<file path="config.mk">
export PLATFORM = sky130hd
export DESIGN_NAME = stopwatch_controller
export DESIGN_NICKNAME = d
export VERILOG_FILES = /design/src/rtl/stopwatch_pkg.sv /design/src/rtl/tick_prescaler.sv /design/src/rtl/stopwatch_controller.sv
export SDC_FILE = /design/constraint.sdc
export NUM_CORES = 1
export LEC_CHECK = 0
export CAP_MARGIN = 40
export CORE_ASPECT_RATIO = 0.75
export CORE_MARGIN = 1.5
export CORE_UTILIZATION = 55
export CTS_CLUSTER_DIAMETER = 50
export DETAILED_ROUTE_END_ITERATION = 10
export GPL_TIMING_DRIVEN = 0
export PLACE_DENSITY = 0.86
export RECOVER_POWER = 25
export SLEW_MARGIN = 20
export SYNTH_ARGS = -nofsm -noshare
export SYNTH_HDL_FRONTEND = slang
export SYNTH_HIERARCHICAL = 1
export SYNTH_SLANG_ARGS = --single-unit
</file>
<file path="constraint.sdc">
create_clock -name clk -period 5.3 [get_ports clk]
set_clock_uncertainty 0.15 [all_clocks]
set_input_delay 1.06 -clock clk [delete_from_list [all_inputs] [get_ports clk]]
set_output_delay 1.06 -clock clk [all_outputs]
set_load 0.005 [all_outputs]
</file>
<file path="src/rtl/stopwatch_pkg.sv">
// Shared state encoding and default timing constants for the stopwatch controller.
package stopwatch_pkg;

    typedef enum logic [1:0] {
        ST_IDLE  = 2'd0,
        ST_RUN   = 2'd1,
        ST_PAUSE = 2'd2,
        ST_EXP   = 2'd3
    } state_t;

    localparam int DEFAULT_CLK_HZ  = 100_000_000;
    localparam int DEFAULT_TICK_HZ = 100;

    function automatic int prescale_div(input int clk_hz, input int tick_hz);
        return clk_hz / tick_hz;
    endfunction

endpackage

</file>
<file path="src/rtl/tick_prescaler.sv">
// Clock divider producing a registered one-cycle tick every DIV cycles while run is high.
module tick_prescaler #(
    parameter int DIV        = 1_000_000,
    parameter int PRESCALE_W = 20
) (
    input  logic clk,
    input  logic rst,
    input  logic run,
    output logic tick
);

    localparam logic [PRESCALE_W-1:0] LAST     = PRESCALE_W'(DIV - 1);
    localparam logic [PRESCALE_W-1:0] PRE_LAST = PRESCALE_W'(DIV - 2);

    logic [PRESCALE_W-1:0] count;

    // tick is registered one count early so it is high exactly while count == LAST;
    // dropping run discards any partial period. DIV must be at least 2.
    always_ff @(posedge clk) begin
        if (rst || !run) begin
            count <= '0;
            tick  <= 1'b0;
        end else begin
            count <= (count == LAST) ? '0 : count + PRESCALE_W'(1);
            tick  <= (count == PRE_LAST);
        end
    end

endmodule

</file>
<file path="src/rtl/stopwatch_controller.sv">
// Run/pause/clear sequencer: divides the clock to a timebase, drives the digit
// enable carry chain, and stops a countdown at zero.
module stopwatch_controller
    import stopwatch_pkg::*;
#(
    parameter int CLK_HZ     = DEFAULT_CLK_HZ,
    parameter int TICK_HZ    = DEFAULT_TICK_HZ,
    parameter int NUM_DIGITS = 6,
    parameter int PRESCALE_W = 20
) (
    input  logic                  clk,
    input  logic                  rst,
    input  logic                  btn_start_stop,
    input  logic                  btn_clear,
    input  logic                  btn_lap,
    input  logic                  mode_down,
    input  logic [NUM_DIGITS-1:0] digit_threshold,
    output logic [NUM_DIGITS-1:0] digit_enable,
    output logic                  up_down,
    output logic                  counter_clear,
    output logic                  display_hold,
    output logic                  running,
    output logic                  expired,
    output logic                  tick
);

    localparam int DIV = prescale_div(CLK_HZ, TICK_HZ);

    state_t state;
    logic   clr_q;
    logic   zero_all;
    logic   stop_now;
    logic   run_en;
    logic   carry;

    assign zero_all      = ~up_down & (&digit_threshold);
    assign stop_now      = zero_all & tick;
    assign counter_clear = rst | clr_q;
    assign running       = (state == ST_RUN);
    assign expired       = (state == ST_EXP);

    // The prescaler stops in the same cycle RUNNING is left, so it never ticks outside RUNNING.
    assign run_en = (state == ST_RUN) & ~btn_start_stop & ~stop_now;

    tick_prescaler #(
        .DIV        (DIV),
        .PRESCALE_W (PRESCALE_W)
    ) u_prescaler (
        .clk  (clk),
        .rst  (rst),
        .run  (run_en),
        .tick (tick)
    );

    // Ripple carry: digit i advances only when every lower digit is at its threshold.
    always_comb begin
        carry        = tick & ~stop_now;
        digit_enable = '0;
        for (int i = 0; i < NUM_DIGITS; i++) begin
            digit_enable[i] = carry;
            carry           = carry & digit_threshold[i];
        end
    end

    always_ff @(posedge clk) begin
        if (rst) begin
            state        <= ST_IDLE;
            up_down      <= 1'b1;
            display_hold <= 1'b0;
            clr_q        <= 1'b0;
        end else begin
            clr_q <= 1'b0;
            case (state)
                ST_IDLE: begin
                    up_down <= ~mode_down;
                    // up_down equal to mode_down means the direction is about to flip; re-preset.
                    if (btn_clear || (up_down == mode_down)) begin
                        clr_q <= 1'b1;
                    end
                    if (!btn_clear && btn_start_stop) begin
                        state <= zero_all ? ST_EXP : ST_RUN;
                    end
                end
                ST_RUN: begin
                    if (stop_now) begin
                        state <= ST_EXP;
                    end else if (btn_start_stop) begin
                        state <= ST_PAUSE;
                    end else if (btn_lap) begin
                        display_hold <= ~display_hold;
                    end
                end
                ST_PAUSE: begin
                    if (btn_clear) begin
                        clr_q        <= 1'b1;
                        display_hold <= 1'b0;
                        state        <= ST_IDLE;
                    end else if (btn_start_stop) begin
                        state <= ST_RUN;
                    end else if (btn_lap) begin
                        display_hold <= 1'b0;
                    end
                end
                ST_EXP: begin
                    if (btn_clear || btn_start_stop) begin
                        clr_q        <= 1'b1;
                        display_hold <= 1'b0;
                        state        <= ST_IDLE;
                    end
                end
                default: state <= ST_IDLE;
            endcase
        end
    end

endmodule

</file>
==> results.json, run 1 <==
{
  "grt_use_total_pct": 24.3,
  "dp_hpwl_microns": 2430,
  "cts_hold_buf": 0,
  "layout_worst_path_cycle_share_pct": 75.5,
  "crit_arrival_ns": 2.79,
  "cts_buffer_depth": 2,
  "setup_ws_ns": 1.30,
  "finalSetupTns_ns": 0,
  "slowest_delay_ns": 0.58,
  "cts_tree": "built",
  "fp-row-count": 15,
  "post-place-ws_ns": 1.34,
  "drv_cap": 0,
  "p_leak_nw": 0.613,
  "grt_pass1_wl_microns": 5060,
  "synthCells": 158,
  "clkSinkCount": 26,
  "fin_hold_ws_ns": 0.360,
  "nNetsFinal": 200,
  "viasPerCell": 5.73,
  "cp_top_family": "buffers and inverters",
  "wl_per_cell_microns": 14.4,
  "cts_resized": 0,
  "cts_setup_buffers": 0,
  "crit_chain": "dlygate4sd3_1 > nand4_1 > nor2b_1 > and3_1 > clkdlybuf4s50_1",
  "synth-edff-count": 0,
  "drive_above_1_share_pct": 13.0,
  "synth.distinct_cells": 39,
  "status": "completed",
  "detail-route-antenna-nets": 0,
  "syn-num-nets": 172,
  "first_pass_iters": 4,
  "synth_warnings": 6,
  "io_buffers": 23,
  "hold_viol_final": 0,
  "path_max_fanout": 4,
  "final_common_cell": "dfxtp_1",
  "die_w_microns": 61.3,
  "cts-root-buf": "clkbuf_4",
  "finalCriticalPeriod_ns": 4.00,
  "gp_congestion": 0.882,
  "path_clk_slew_ns": 0.12,
  "end_kind": "output port",
  "fin_area_sq_um": 1700,
  "cts_buffers": 3,
  "ys_async_sr_fraction_pct": 0,
  "antenna_found_initial": 0,
  "powerDensity_nw_per_um2": 194,
  "relSlewSlack_pct": 78.2,
  "area_delta_synth_final_pct": 21.6,
  "core_area_sq_um": 2350,
  "n_fill_cell": 191,
  "syn_avg_cell_area_sq_um": 8.87,
  "grt-ovfl-total": 0,
  "die_area_sq_um": 2860,
  "synth_flop_cell": "dfxtp_1",
  "vias": 1255,
  "worstRegToRegCells": 7,
  "ir_drop_uv": 147,
  "crit_buf_inv": 2,
  "floorplan.initialDensity_pct": 59.7,
  "synth_seq_area_share_pct": 37.1,
  "grt_pass1_vias": 1113,
  "routed_wl_microns": 3150,
  "ys_ff_latch": 26,
  "placed_area_sq_um": 1670,
  "cp.required_ns": 4.09,
  "crit_type": "input port to output port",
  "hold_path_class": "register to register",
  "final_cell_mix": "dfxtp_1, nor2_1, clkdlybuf4s50_1",
  "finalMaxSlewViolations": 0,
  "syn-cell-area_sq_um": 1400,
  "clock_latency_ns": 0.32,
  "cp.depth": 5,
  "htreeDepth": 1,
  "grt_max_degree": 15,
  "drt_iter0_drc": 90,
  "slowest_stage": "dlygate4sd3_1",
  "worstMarginPinSlew_ns": 0.326,
  "num_io_pins": 24,
  "dieHeight_microns": 46.7,
  "rsz0062_at_grt": "false",
  "hold-path-cell-count": 1,
  "cp-start-kind": "input port",
  "setup_viol": 0,
  "fmaxAchievable_ghz": 0.250,
  "drc_errors": 0,
  "antennaDiodeCount": 0
}
## kinds of logic (layout without fill, tap and decap cells)
logic type / Yosys count / after routing / share of synthesized area (%)
buf+inv: 14 / 41 / 5.27
simple gates: 76 / 76 / 33.2
compound gates: 25 / 25 / 13.2
fa+ha+maj: 2 / 2 / 1.79
flops: 26 / 26 / 37.1
xor+xnor: 15 / 15 / 9.37
## routing by layer
layer,share of wire [%],vias to the layer above,track usage [%]
met3,6.2,2,6.18
met2,48,37,40.4
met4,0.16,0,5.22
met1,45,599,32.1
met5,0,-,0
li1,-,617,-
## final timing paths
| kind | from | end | slack, ns |
|---|---|---|---|
| worst max-delay path | digit_threshold[0] | digit_enable[5] | 1.30 |
| worst min-delay path | u_prescaler/count[0]$_SDFF_PP0_ | u_prescaler/count[0]$_SDFF_PP0_ | 0.36 |
| worst max register to register | u_prescaler/count[0]$_SDFF_PP0_ | u_prescaler/count[11]$_SDFF_PP0_ | 3.31 |
| worst min register to register | u_prescaler/count[0]$_SDFF_PP0_ | u_prescaler/count[0]$_SDFF_PP0_ | 0.36 |
## worst reg2reg max path, cell delays in order, from the launching register on
cell and delay [ns]:
dfxtp_1 0.44, ha_1 0.24, and3_1 0.16, buf_2 0.18, nand3_1 0.16, o21ai_4 0.33, buf_6 0.19, nor2_1 0.06
## flip-flops by register name (all words and copies together), names as in the netlist
register and count:
u_prescaler/tick 1, display_hold 1, clr_q 1, state 2, u_prescaler/count 20, up_down 1
## synthesized netlist by cell type (2+ instances only)
cell type / instances / area share [%]
a21oi_1: 7 / 2.5
a31o_2: 3 / 1.9
and2_1: 3 / 1.3
and3_1: 4 / 1.8
and4_1: 2 / 1.3
buf_6: 2 / 1.6
dfxtp_1: 26 / 37
ha_1: 2 / 1.8
inv_1: 9 / 2.4
nand2_1: 4 / 1.1
nand3_1: 8 / 2.9
nand4_1: 13 / 5.8
nor2_1: 23 / 6.2
nor2b_1: 2 / 0.89
nor3_1: 5 / 1.8
nor4b_2: 2 / 2.1
o21ai_0: 7 / 2.5
or3_1: 2 / 0.89
xnor2_1: 5 / 3.1
xor2_1: 10 / 6.2
## power by group
part	switching, mW	internal (mW)
clock network	0.0544	0.0420
logic	0.0155	0.0184
registers	0.00253	0.198
total	0.0724	0.259
## cell type report
cell class	count	area (sq um)	area share, %
plain buffers	5	40.0	2.35
clock buffers	4	36.3	2.13
inverters	9	33.8	1.98
multi-input cells	118	801	47.0
flip-flops and latches	26	520	30.5
well taps	34	42.5	2.50
repair buffers	23	230	13.5
## stage by stage
step	power [mW]	std cells	utilization, %
finish	0.331	219	72.6
CTS	0.336	219	72.9
detailed placement	0.240	215	71.4
global placement	0.238	215	71.4
global route	0.346	219	72.6
floorplan	0.220	158	-
Note: power is estimated with default switching activity, not from simulation.
==> run 2, diff against run 1 <==
--- a/config.mk
+++ b/config.mk
@@ -8,11 +8,11 @@
 export CAP_MARGIN = 40
 export CORE_ASPECT_RATIO = 0.75
 export CORE_MARGIN = 1.5
-export CORE_UTILIZATION = 55
+export CORE_UTILIZATION = 52
 export CTS_CLUSTER_DIAMETER = 50
 export DETAILED_ROUTE_END_ITERATION = 10
 export GPL_TIMING_DRIVEN = 0
-export PLACE_DENSITY = 0.86
+export PLACE_DENSITY = 0.83
 export RECOVER_POWER = 25
 export SLEW_MARGIN = 20
 export SYNTH_ARGS = -nofsm -noshare
==> constraint.sdc (replaced) <==
create_clock -name clk -period 3.9 [get_ports clk]
set_clock_uncertainty 0.15 [all_clocks]
set_input_delay 0.78 -clock clk [delete_from_list [all_inputs] [get_ports clk]]
set_output_delay 0.78 -clock clk [all_outputs]
set_load 0.005 [all_outputs]
==> run 2 against run 1 <==
Against the previous run: total power up 36%; sequential power up 36%; non-clock buffer count unchanged; clock power up 38%; critical endpoint unchanged.
==> results.json, run 2 (synthesis gave the netlist of run 1 again) <==
{
  "p_sw_uw": 99.2,
  "final_cell_mix": "dfxtp_1, nor2_1, clkdlybuf4s50_1",
  "clock_latency_ns": 0.32,
  "met1_usage_pct": 28.5,
  "wl_per_cell_microns": 12.9,
  "crit_start": "digit_threshold[0]",
  "cts_setup_buffers": 0,
  "finalCriticalPeriod_ns": 3.40,
  "drt_iter0_drc": 41,
  "rsz0062_at_grt": "false",
  "grt_use_met2_pct": 31.3,
  "cts_buffers": 3,
  "p_int_uw": 352,
  "crit_arrival_ns": 2.47,
  "hold_viol_final": 0,
  "num_io_pins": 24,
  "gp_congestion": 0.889,
  "die_w_microns": 62.9,
  "seqPwrFrac_pct": 60.6,
  "clkSinkCount": 26,
  "die_area_sq_um": 3020,
  "reg_top3": "u_prescaler/count (20), state (2)",
  "grt_pass1_wl_microns": 4650,
  "vias": 1216,
  "cp.required_ns": 2.97,
  "first_pass_iters": 4,
  "viasPerCell": 5.50,
  "worstMarginPinSlew_ns": 0.321,
  "cts-root-buf": "clkbuf_4",
  "cp-start-kind": "input port",
  "dieHeight_microns": 48.0,
  "cts_tree": "built",
  "grt_max_degree": 15,
  "nNetsFinal": 200,
  "cts_buffer_depth": 2,
  "hold_path_class": "register to register",
  "layout_worst_path_cycle_share_pct": 87.3,
  "cts_hold_buf": 0,
  "fmaxAchievable_ghz": 0.294,
  "floorplan.initialDensity_pct": 54.3,
  "end_kind": "output port",
  "core_area_sq_um": 2580,
  "status": "completed",
  "p_leak_nw": 0.613,
  "largest_reg_flops": 20,
  "drive_above_1_share_pct": 13.0,
  "ir_drop_uv": 175,
  "grt-ovfl-total": 0,
  "fin_area_sq_um": 1710,
  "sw_frac_of_total_pct": 22.0,
  "r2r_start": "state[0]$_SDFFE_PP0P_",
  "finalMaxSlewViolations": 0,
  "crit_type": "input port to output port",
  "top_register": "u_prescaler/count",
  "grtUsageMet3_pct": 5.18,
  "setup_viol": 0,
  "drc_errors": 0,
  "clock_power_share_pct": 29.4,
  "area_delta_synth_final_pct": 21.8,
  "detail-route-antenna-nets": 0,
  "io_buffers": 23,
  "top_usage_layer": "met2",
  "path_max_fanout": 4,
  "dp_hpwl_microns": 2220,
  "path_clk_slew_ns": 0.13,
  "power_frac_comb_pct": 10.1,
  "power.total_uw": 451,
  "antenna_found_initial": 0,
  "drv_cap": 0,
  "grt_pass1_vias": 1027,
  "placed_area_sq_um": 1680,
  "htreeDepth": 1,
  "antennaDiodeCount": 0,
  "hold_start": "display_hold$_SDFFE_PP0P_",
  "relSlewSlack_pct": 78.6,
  "finalSetupTns_ns": 0,
  "grt_use_total_pct": 19.9,
  "routed_wl_microns": 2860,
  "final_common_cell": "dfxtp_1",
  "cts_resized": 0,
  "powerDensity_nw_per_um2": 264,
  "fp-row-count": 16
}
## run 2: cell counts in the layout (fill, tap and decap cells not counted)
No cell type changed its count.
## run 2: layer usage
layer / vias up / part of all wire [%]
met5: - / 0
met3: 0 / 3.6
met1: 568 / 52
met2: 26 / 44
met4: 0 / 0
li1: 622 / -
## run 2: critical path: stages
cell	delay [ns]
dlygate4sd3_1	0.59
nand4_1	0.20
nor2b_1	0.22
and3_1	0.18
clkdlybuf4s50_1	0.50
## run 2: power groups by stage
stage	clock network, mW	logic, mW	registers, mW
detailed placement	0	0.0466	0.279
CTS	0.137	0.0469	0.273
global placement	0	0.0454	0.279
global route	0.145	0.0495	0.274
finish	0.133	0.0454	0.273
floorplan	0	0.0209	0.279
## run 2: path summary, 6_finish.rpt
path                                                        end  slack [ns]  cells after the start
worst max-delay path                            digit_enable[5]        0.50                      5
worst min register to register        display_hold$_SDFFE_PP0P_        0.34                      1
worst min-delay path                  display_hold$_SDFFE_PP0P_        0.34                      1
worst max register to register  u_prescaler/count[4]$_SDFF_PP0_        1.97                      7
## run 2: stage by stage
stage	hold slack [ns]	setup slack (ns)	util [%]	std cells
4_1_cts	0.350	0.541	66.3	221
6_report	0.342	0.495	66.1	221
3_3_place_gp	0.316	0.608	64.9	217
2_1_floorplan	0.298	1.65	-	158
3_5_place_dp	0.331	0.562	64.9	217
5_1_grt	0.375	0.428	66.1	221
## run 2: cell type report
cell class                 instances  area, sq um
buffer                             5         40.0
multi-input combinational        118          801
tap                               36         45.0
sequential                        26          520
timing repair buffer              23          230
clock buffer                       4         36.3
inverter                           9         33.8
fill                             209          876
